[src/rtl/systolic_seq_ctrl.sv]
// Sequencer for a KxK weight-stationary systolic array: weight load, skewed row feed,
// drain, result capture and run completion. All outputs are registered.
module systolic_seq_ctrl #(
  parameter int unsigned K         = 2,
  parameter int unsigned DRAIN_CYC = 2,
  parameter int unsigned CNT_W     = 4,
  parameter int unsigned RUN_W     = 16
) (
  input  logic                 clk,
  input  logic                 rst,
  input  logic                 start,
  input  logic                 wt_reload,
  input  logic                 abort,
  output logic                 busy,
  output logic                 load_weights,
  output logic [CNT_W-1:0]     w_row_idx,
  output logic [K-1:0]         feed_valid,
  output logic [K*CNT_W-1:0]   feed_idx,
  output logic                 capture,
  output logic                 done,
  output logic                 wt_loaded,
  output logic [RUN_W-1:0]     runs_done
);

  typedef enum logic [2:0] {
    S_IDLE   = 3'd0,
    S_LOAD_W = 3'd1,
    S_FEED   = 3'd2,
    S_DRAIN  = 3'd3,
    S_DONE   = 3'd4
  } state_t;

  localparam logic [CNT_W-1:0] LAST_W = CNT_W'(K - 1);
  localparam logic [CNT_W-1:0] LAST_F = CNT_W'(2 * K - 2);
  localparam logic [CNT_W-1:0] LAST_D = CNT_W'(DRAIN_CYC - 1);

  state_t             state, state_nx;
  logic [CNT_W-1:0]   cnt, cnt_nx;
  logic               wt_loaded_nx;

  logic               load_weights_d;
  logic [CNT_W-1:0]   w_row_idx_d;
  logic [K-1:0]       feed_valid_d;
  logic [K*CNT_W-1:0] feed_idx_d;
  logic               capture_d;
  logic               done_d;

  // Next state; cnt is the step counter within the current phase.
  always_comb begin
    state_nx     = state;
    cnt_nx       = cnt;
    wt_loaded_nx = wt_loaded;
    case (state)
      S_IDLE: begin
        if (start && !abort) begin
          state_nx = (wt_reload || !wt_loaded) ? S_LOAD_W : S_FEED;
          cnt_nx   = '0;
        end
      end
      S_LOAD_W: begin
        if (cnt == LAST_W) begin
          state_nx     = S_FEED;
          cnt_nx       = '0;
          wt_loaded_nx = 1'b1;
        end else begin
          cnt_nx = cnt + CNT_W'(1);
        end
      end
      S_FEED: begin
        if (cnt == LAST_F) begin
          state_nx = S_DRAIN;
          cnt_nx   = '0;
        end else begin
          cnt_nx = cnt + CNT_W'(1);
        end
      end
      S_DRAIN: begin
        if (cnt == LAST_D) begin
          state_nx = S_DONE;
          cnt_nx   = '0;
        end else begin
          cnt_nx = cnt + CNT_W'(1);
        end
      end
      S_DONE: begin
        state_nx = S_IDLE;
        cnt_nx   = '0;
      end
      default: begin
        state_nx = S_IDLE;
        cnt_nx   = '0;
      end
    endcase
    // Abort overrides any phase progress; weights half-loaded are not trusted.
    if (abort && (state != S_IDLE)) begin
      state_nx = S_IDLE;
      cnt_nx   = '0;
      if (state == S_LOAD_W) wt_loaded_nx = 1'b0;
    end
  end

  // Output decode from the upcoming state so registered outputs align with it.
  always_comb begin
    load_weights_d = (state_nx == S_LOAD_W);
    w_row_idx_d    = load_weights_d ? cnt_nx : '0;
    feed_valid_d   = '0;
    feed_idx_d     = '0;
    for (int r = 0; r < K; r++) begin
      if ((state_nx == S_FEED) && (cnt_nx >= CNT_W'(r)) && (cnt_nx < CNT_W'(r + K))) begin
        feed_valid_d[r]                 = 1'b1;
        feed_idx_d[r*CNT_W +: CNT_W]    = cnt_nx - CNT_W'(r);
      end
    end
    capture_d = (state_nx == S_DRAIN) && (cnt_nx == LAST_D);
    done_d    = (state_nx == S_DONE);
  end

  always_ff @(posedge clk or posedge rst) begin
    if (rst) begin
      state        <= S_IDLE;
      cnt          <= '0;
      busy         <= 1'b0;
      load_weights <= 1'b0;
      w_row_idx    <= '0;
      feed_valid   <= '0;
      feed_idx     <= '0;
      capture      <= 1'b0;
      done         <= 1'b0;
      wt_loaded    <= 1'b0;
      runs_done    <= '0;
    end else begin
      state        <= state_nx;
      cnt          <= cnt_nx;
      busy         <= (state_nx != S_IDLE);
      load_weights <= load_weights_d;
      w_row_idx    <= w_row_idx_d;
      feed_valid   <= feed_valid_d;
      feed_idx     <= feed_idx_d;
      capture      <= capture_d;
      done         <= done_d;
      wt_loaded    <= wt_loaded_nx;
      if (done_d) runs_done <= runs_done + RUN_W'(1);
    end
  end

endmodule

[config.mk]
export PLATFORM = sky130hd
export DESIGN_NAME = systolic_seq_ctrl
export DESIGN_NICKNAME = d
export VERILOG_FILES = /design/src/rtl/systolic_seq_ctrl.sv
export SDC_FILE = /design/constraint.sdc
export NUM_CORES = 1
export LEC_CHECK = 0
export CAP_MARGIN = 20
export CORE_MARGIN = 1.5
export CORE_UTILIZATION = 40
export CTS_CLUSTER_SIZE = 12
export DETAILED_ROUTE_END_ITERATION = 7
export DONT_BUFFER_PORTS = 1
export PLACE_DENSITY = 0.54
export SKIP_CTS_REPAIR_TIMING = 1
export SLEW_MARGIN = 20
export SYNTH_ARGS = -nofsm -noshare
export SYNTH_HDL_FRONTEND = slang
export SYNTH_SLANG_ARGS = --single-unit
[constraint.sdc]
create_clock -name clk -period 2.9 [get_ports clk]
set_clock_uncertainty 0.1 [all_clocks]
set_input_delay 0 -clock clk [delete_from_list [all_inputs] [get_ports clk]]
set_output_delay 0 -clock clk [all_outputs]
set_load 0.01 [all_outputs]
Word level (Yosys, flattened, before mapping)
Index checks and enable logic that the tools add are counted.

storage, ports and cells
  register bits = 42
  output and inout port bits = 35
  word-level logic and storage cells = 63

operators by class
  add/sub/neg operators = 3
  $lt $le $gt $ge = 4
  equality and inequality tests = 10
  muxes and demuxes = 21
  reductions and logical operators = 14

operator list
  operator               number
  $mux 4                 7
  $add 16x1->16 const B  1
  $mux 3                 5
  $eq 3x2->1 const B     4
  $pmux 3 s4             1
  $pmux 4 s3             1
  $eq 4x1->1 const B     2
  $ge 4x1->1 const B     2
  $lt 4x2->1 const B     2
  $logic_and 1x1->1      7
  $eq 3x1->1 const B     2
  $mux 1                 6
  $reduce_bool 3->1      2
  $add 4x1->4 const B    1
  $eq 4x2->1 const B     1
  $sub 4x1->4 const B    1
  $eq 3x3->1 const B     1
  $logic_not 3->1        1
  $logic_not 1->1        2
  $mux 2                 1
  $reduce_or 2->1        1
  $logic_or 1x1->1       1

Depth between registers and ports, before layout
  word-level depth = 10
  depth in mapped cells = 9

Least setup slack after synthesis
No wires, ideal clock.

  path type = reg-to-reg
  from = register state[1]
  to = register feed_idx[4]
  data arrival time = 2192 ps
  slack = 513 ps
  cell stages (with the launch flop) = 10
  path buffers = 2
  cell sequence = dfrtp_1 > buf_4 > or2_2 > buf_4 > o311a_1 > o31ai_1 > inv_1 > ha_1 > o21bai_1 > nor4b_2

between the ends
  word-level cells in the longest chain between the ends = 8

RTL lines
  what                                      RTL line  RTL
  from (decl)                               37        state_t state, state_nx;
  from (signal assigned)                    132       state <= state_nx;
  $eq 3x1->1 or $eq 3x2->1 (tied branches)  53        case (state)
  $reduce_or 2->1 (no source line)          n/a
  $pmux 4 s3                                53
  $mux 4 (*)                                95        if (abort && (state != S_IDLE)) begin
  named net cnt_nx[1]                       38        logic [CNT_W-1:0] cnt, cnt_nx;
  $ge 4x1->1                                109       if ((state_nx == S_FEED) && (cnt_nx >= CNT_W'(r)) && (cnt_nx < CNT_W'(r + K))) begin
  $logic_and 1x1->1                         109
  $logic_and 1x1->1 (*)                     109
  $mux 4 (*)                                109
  named net feed_idx_d[4]                   44        logic [K*CNT_W-1:0] feed_idx_d;
  to (signal assigned)                      138       feed_idx <= feed_idx_d;
  to (decl)                                 18        output logic [K*CNT_W-1:0] feed_idx,

Mark *: on every way through the listed nets, which the timed path passes. The rest lies on a longest branch.
A chain may end at the register's enable or synchronous reset.

Final worst setup path
Same ends and word-level chain as after synthesis.

==> flow_metrics.tcl <==
set metrics [dict create \
    die_area_mm2 0.00520 \
    overflow 0 \
    worst_setup_path_end_kind "register" \
    worstSkewPairLatency_ns 0.29 \
    path_cells "or2_2 > o311a_1 > o31ai_1 > inv_1 > ha_1 > o21bai_1 > nor4b_2" \
    postSynthAreaPerCell_um2 11.6 \
    cp_top_family "compound AO/OA/AOI/OAI gates" \
    cts_tree "built" \
    worstMarginPinSlew_ns 0.621 \
    final-setup-viol-count 0 \
    synthDistinctLibCells 43 \
    synth-edff-count 0 \
    ys_dominant_reg_cell "sky130_fd_sc_hd__dfrtp_1" \
    critical_path_required_ns 3.00 \
    gpl.final_weighted_congestion 0.841 \
    rsz0062_at_grt "no" \
    core_mm2 0.00447 \
    first_global_vias 1232 \
    maxcap_viol_count 0 \
    track_usage_pct 14.4 \
    syn_area_mm2 0.00191 \
    min_period_ns 2.59 \
    rows 24 \
    synth_largest_area_cell "sky130_fd_sc_hd__dfrtp_1" \
    place_worst_setup_slack_ns 0.351 \
    wire_length_of_the_first_global_routing_pass_um 5820 \
    dp_hpwl_um 2600 \
    wirelength_um 3590 \
    power.switching_uw 751 \
    timing.fmax_mhz 386 \
    power.share.combinational_pct 35.0 \
    number_of_antenna_violations_at_the_first_check_in_global_routing 0 \
    p_leak_nw 1.00 \
    power.total_mw 1.98 \
    criticalPathCategory "register to register" \
    dr.first_iter.drc_count 65 \
    die_x_um 72.1 \
    layout-area-overhead-vs-synth_pct 9.96 \
    synthCells 165 \
    routed_wire_length_per_instance_um 15.8 \
    swShare_pct 38.0 \
    antenna_cells 0 \
    route.detailed.drc 0 \
    grt_max_degree 30 \
    htree_num_levels 2 \
    port-buffer-count 0 \
    worstHoldPathType "input pin to asynchronous set/reset pin" \
    root_buffer "sky130_fd_sc_hd__clkbuf_8" \
    crit_buf_inv 1 \
    clock_power_share_pct 22.9 \
    synth.ff_latch_count 42 \
    setup_total_negative_slack_ns 0 \
    cts.sinks 42 \
    synthTopCellsByArea "sky130_fd_sc_hd__dfrtp_1 (55%), sky130_fd_sc_hd__xnor2_1 (6.4%), sky130_fd_sc_hd__nor2_1 (2.8%), sky130_fd_sc_hd__ha_1 (2.6%), sky130_fd_sc_hd__nor4b_4 (2.5%)" \
    synth_top_area_share_pct 55.0 \
    ant_nets 0 \
    internal_power_mw 1.22 \
    finalHoldViolCount 0 \
    clockBufferDepth 2 \
    detail_route.vias_per_cell 5.50 \
    outcome "finished clean" \
    synthesis.yosys.warnings 0 \
    start_kind "register" \
    power_frac_seq_pct 42.1 \
    synthArstFlopShare_pct 100 \
    chip_height_um 72.1 \
    timing.final.ws_setup_ns 0.310 \
    power.ir.vdd_worst_uv 392 \
    layout-drive-gt1-share_pct 14.3 \
    cts_buffers 5 \
    first_drt_pass_iteration_count 4 \
    slowest_stage_cell_on_the_critical_path "sky130_fd_sc_hd__o31ai_1" \
    number_of_pins_with_negative_max_slew_slack_in_the_final_report 0 \
    slew_headroom_pct 58.3 \
    cellPowerDensity_mw_per_mm2 941 \
    clkSlewWorstSetupHoldPaths_ns 0.08 \
    period_share_pct 89.3 \
    initial_utilization_pct 42.7 \
    crit_path_max_incr_delay_ns 0.51 \
    synth_seq_area_share_pct 55.0 \
    top_level_i_o_count 40 \
    worst-endpoint-arrival_ns 2.69 \
    critical_path.max_fanout 11 \
    nNetsFinal 183 \
    route.vias.total 1249 \
]
cells in the final DEF (no fill, tap or decap), drive strengths merged, types with 2 or more instances in the layout:
cell,Yosys,final
dfrtp,42,42
nor2,14,14
xnor2,14,14
inv,10,10
nand2,8,8
nor4b,8,8
nor3,7,7
nand3,6,6
clkbuf,0,6
and3,5,5
nand4,5,5
a21oi,4,4
ha,4,4
buf,6,4
and4,3,3
conb,1,3
nand2b,2,2
xor2,2,2
o21ai,2,2
nor2b,2,2
o22ai,2,2
dlygate4sd3,0,2
a211oi,2,2
a21o,2,2
per-layer routing:
metal,global-route usage (%),up-vias,routed length (um)
li1,-,590,-
met3,4.72,6,207
met5,0,-,0
met4,6.50,0,46
met2,22.5,50,1640
met1,18.2,603,1690
flip-flops by register name (all words and copies together), names as in the netlist, named ones only:
name / flops
state: 3
cnt: 4
w_row_idx: 4
load_weights: 1
feed_idx: 8
feed_valid: 2
busy: 1
capture: 1
done: 1
runs_done: 16
synthesized netlist by cell type (2+ instances only):
| master | number |
|---|---|
| sky130_fd_sc_hd__nor3_1 | 7 |
| sky130_fd_sc_hd__nand3_1 | 6 |
| sky130_fd_sc_hd__nor4b_1 | 4 |
| sky130_fd_sc_hd__xnor2_1 | 14 |
| sky130_fd_sc_hd__nor4b_2 | 2 |
| sky130_fd_sc_hd__nand2b_1 | 2 |
| sky130_fd_sc_hd__and4_1 | 3 |
| sky130_fd_sc_hd__and3_1 | 4 |
| sky130_fd_sc_hd__xor2_1 | 2 |
| sky130_fd_sc_hd__nor2b_1 | 2 |
| sky130_fd_sc_hd__nor4b_4 | 2 |
| sky130_fd_sc_hd__ha_1 | 4 |
| sky130_fd_sc_hd__o22ai_1 | 2 |
| sky130_fd_sc_hd__nand4_1 | 4 |
| sky130_fd_sc_hd__nand2_1 | 8 |
| sky130_fd_sc_hd__a21oi_1 | 4 |
| sky130_fd_sc_hd__buf_4 | 5 |
| sky130_fd_sc_hd__nor2_1 | 14 |
| sky130_fd_sc_hd__dfrtp_1 | 42 |
| sky130_fd_sc_hd__inv_1 | 10 |
| sky130_fd_sc_hd__o21ai_0 | 2 |
worst reg2reg max path, cell delays in order (launching register included):
cell and delay, ns:
sky130_fd_sc_hd__dfrtp_1 0.47, sky130_fd_sc_hd__or2_2 0.41, sky130_fd_sc_hd__o311a_1 0.19, sky130_fd_sc_hd__o31ai_1 0.51, sky130_fd_sc_hd__inv_1 0.18, sky130_fd_sc_hd__ha_1 0.21, sky130_fd_sc_hd__o21bai_1 0.22, sky130_fd_sc_hd__nor4b_2 0.23
cell type report:
type                    count  area [um^2]
flip-flops and latches     42         1050
multi-input cells         109          786
clock inverters             2         37.5
repair buffers              6         50.0
inverters                  10         37.5
fillers                   419         2370
clock buffers               6         72.6
well taps                  52         65.1
power groups by stage:
stage / logic, mW / registers [mW] / clock network [mW]
2_1_floorplan: 0.573 / 0.802 / 0
3_3_place_gp: 0.684 / 0.841 / 0
3_5_place_dp: 0.681 / 0.844 / 0
4_1_cts: 0.686 / 0.833 / 0.463
5_1_grt: 0.772 / 0.846 / 0.488
6_report: 0.692 / 0.832 / 0.452
metrics by stage:
stage | util [%] | std cells | hold slack [ns] | cell area [um^2]
after CTS | 46.5 | 225 | -0.465 | 2080
after global routing | 46.9 | 227 | 0.0948 | 2100
after detailed placement | 44.0 | 217 | -0.153 | 1970
final | 46.9 | 227 | 0.0746 | 2100
after global placement | 44.0 | 217 | -0.168 | 1970
after floorplan | - | 167 | 0.125 | 1920
cells by family (layout without fill, tap and decap cells):
| group | after synthesis | in the layout | share of synthesized area (%) |
|---|---|---|---|
| DFF | 42 | 42 | 55.0 |
| muxes | 1 | 1 | 0.590 |
| and+or+nand+nor | 66 | 66 | 22.4 |
| adders and majority gates | 4 | 4 | 2.62 |
| AOI/OAI and AO/OA | 19 | 19 | 7.60 |
| xor gates and xnor gates | 16 | 16 | 7.34 |
| other | 1 | 3 | 0.196 |
| buffers and inverters | 16 | 24 | 4.19 |
worst paths after layout:
path	from	end	slack, ns	depth (start not counted)
setup / recovery	state[1]$_DFF_PP0_	feed_idx[4]$_DFF_PP0_	0.31	7
hold / removal	rst	feed_idx[3]$_DFF_PP0_	0.07	2
setup reg to reg	state[1]$_DFF_PP0_	feed_idx[4]$_DFF_PP0_	0.31	7
hold reg to reg	runs_done[15]$_DFFE_PP0P_	runs_done[15]$_DFFE_PP0P_	0.44	1
max in group asynchronous	rst	runs_done[0]$_DFFE_PP0P_	1.87	3
min in group clk	wt_reload	state[1]$_DFF_PP0_	0.11	3
Note: power is estimated with default switching activity, not from simulation.
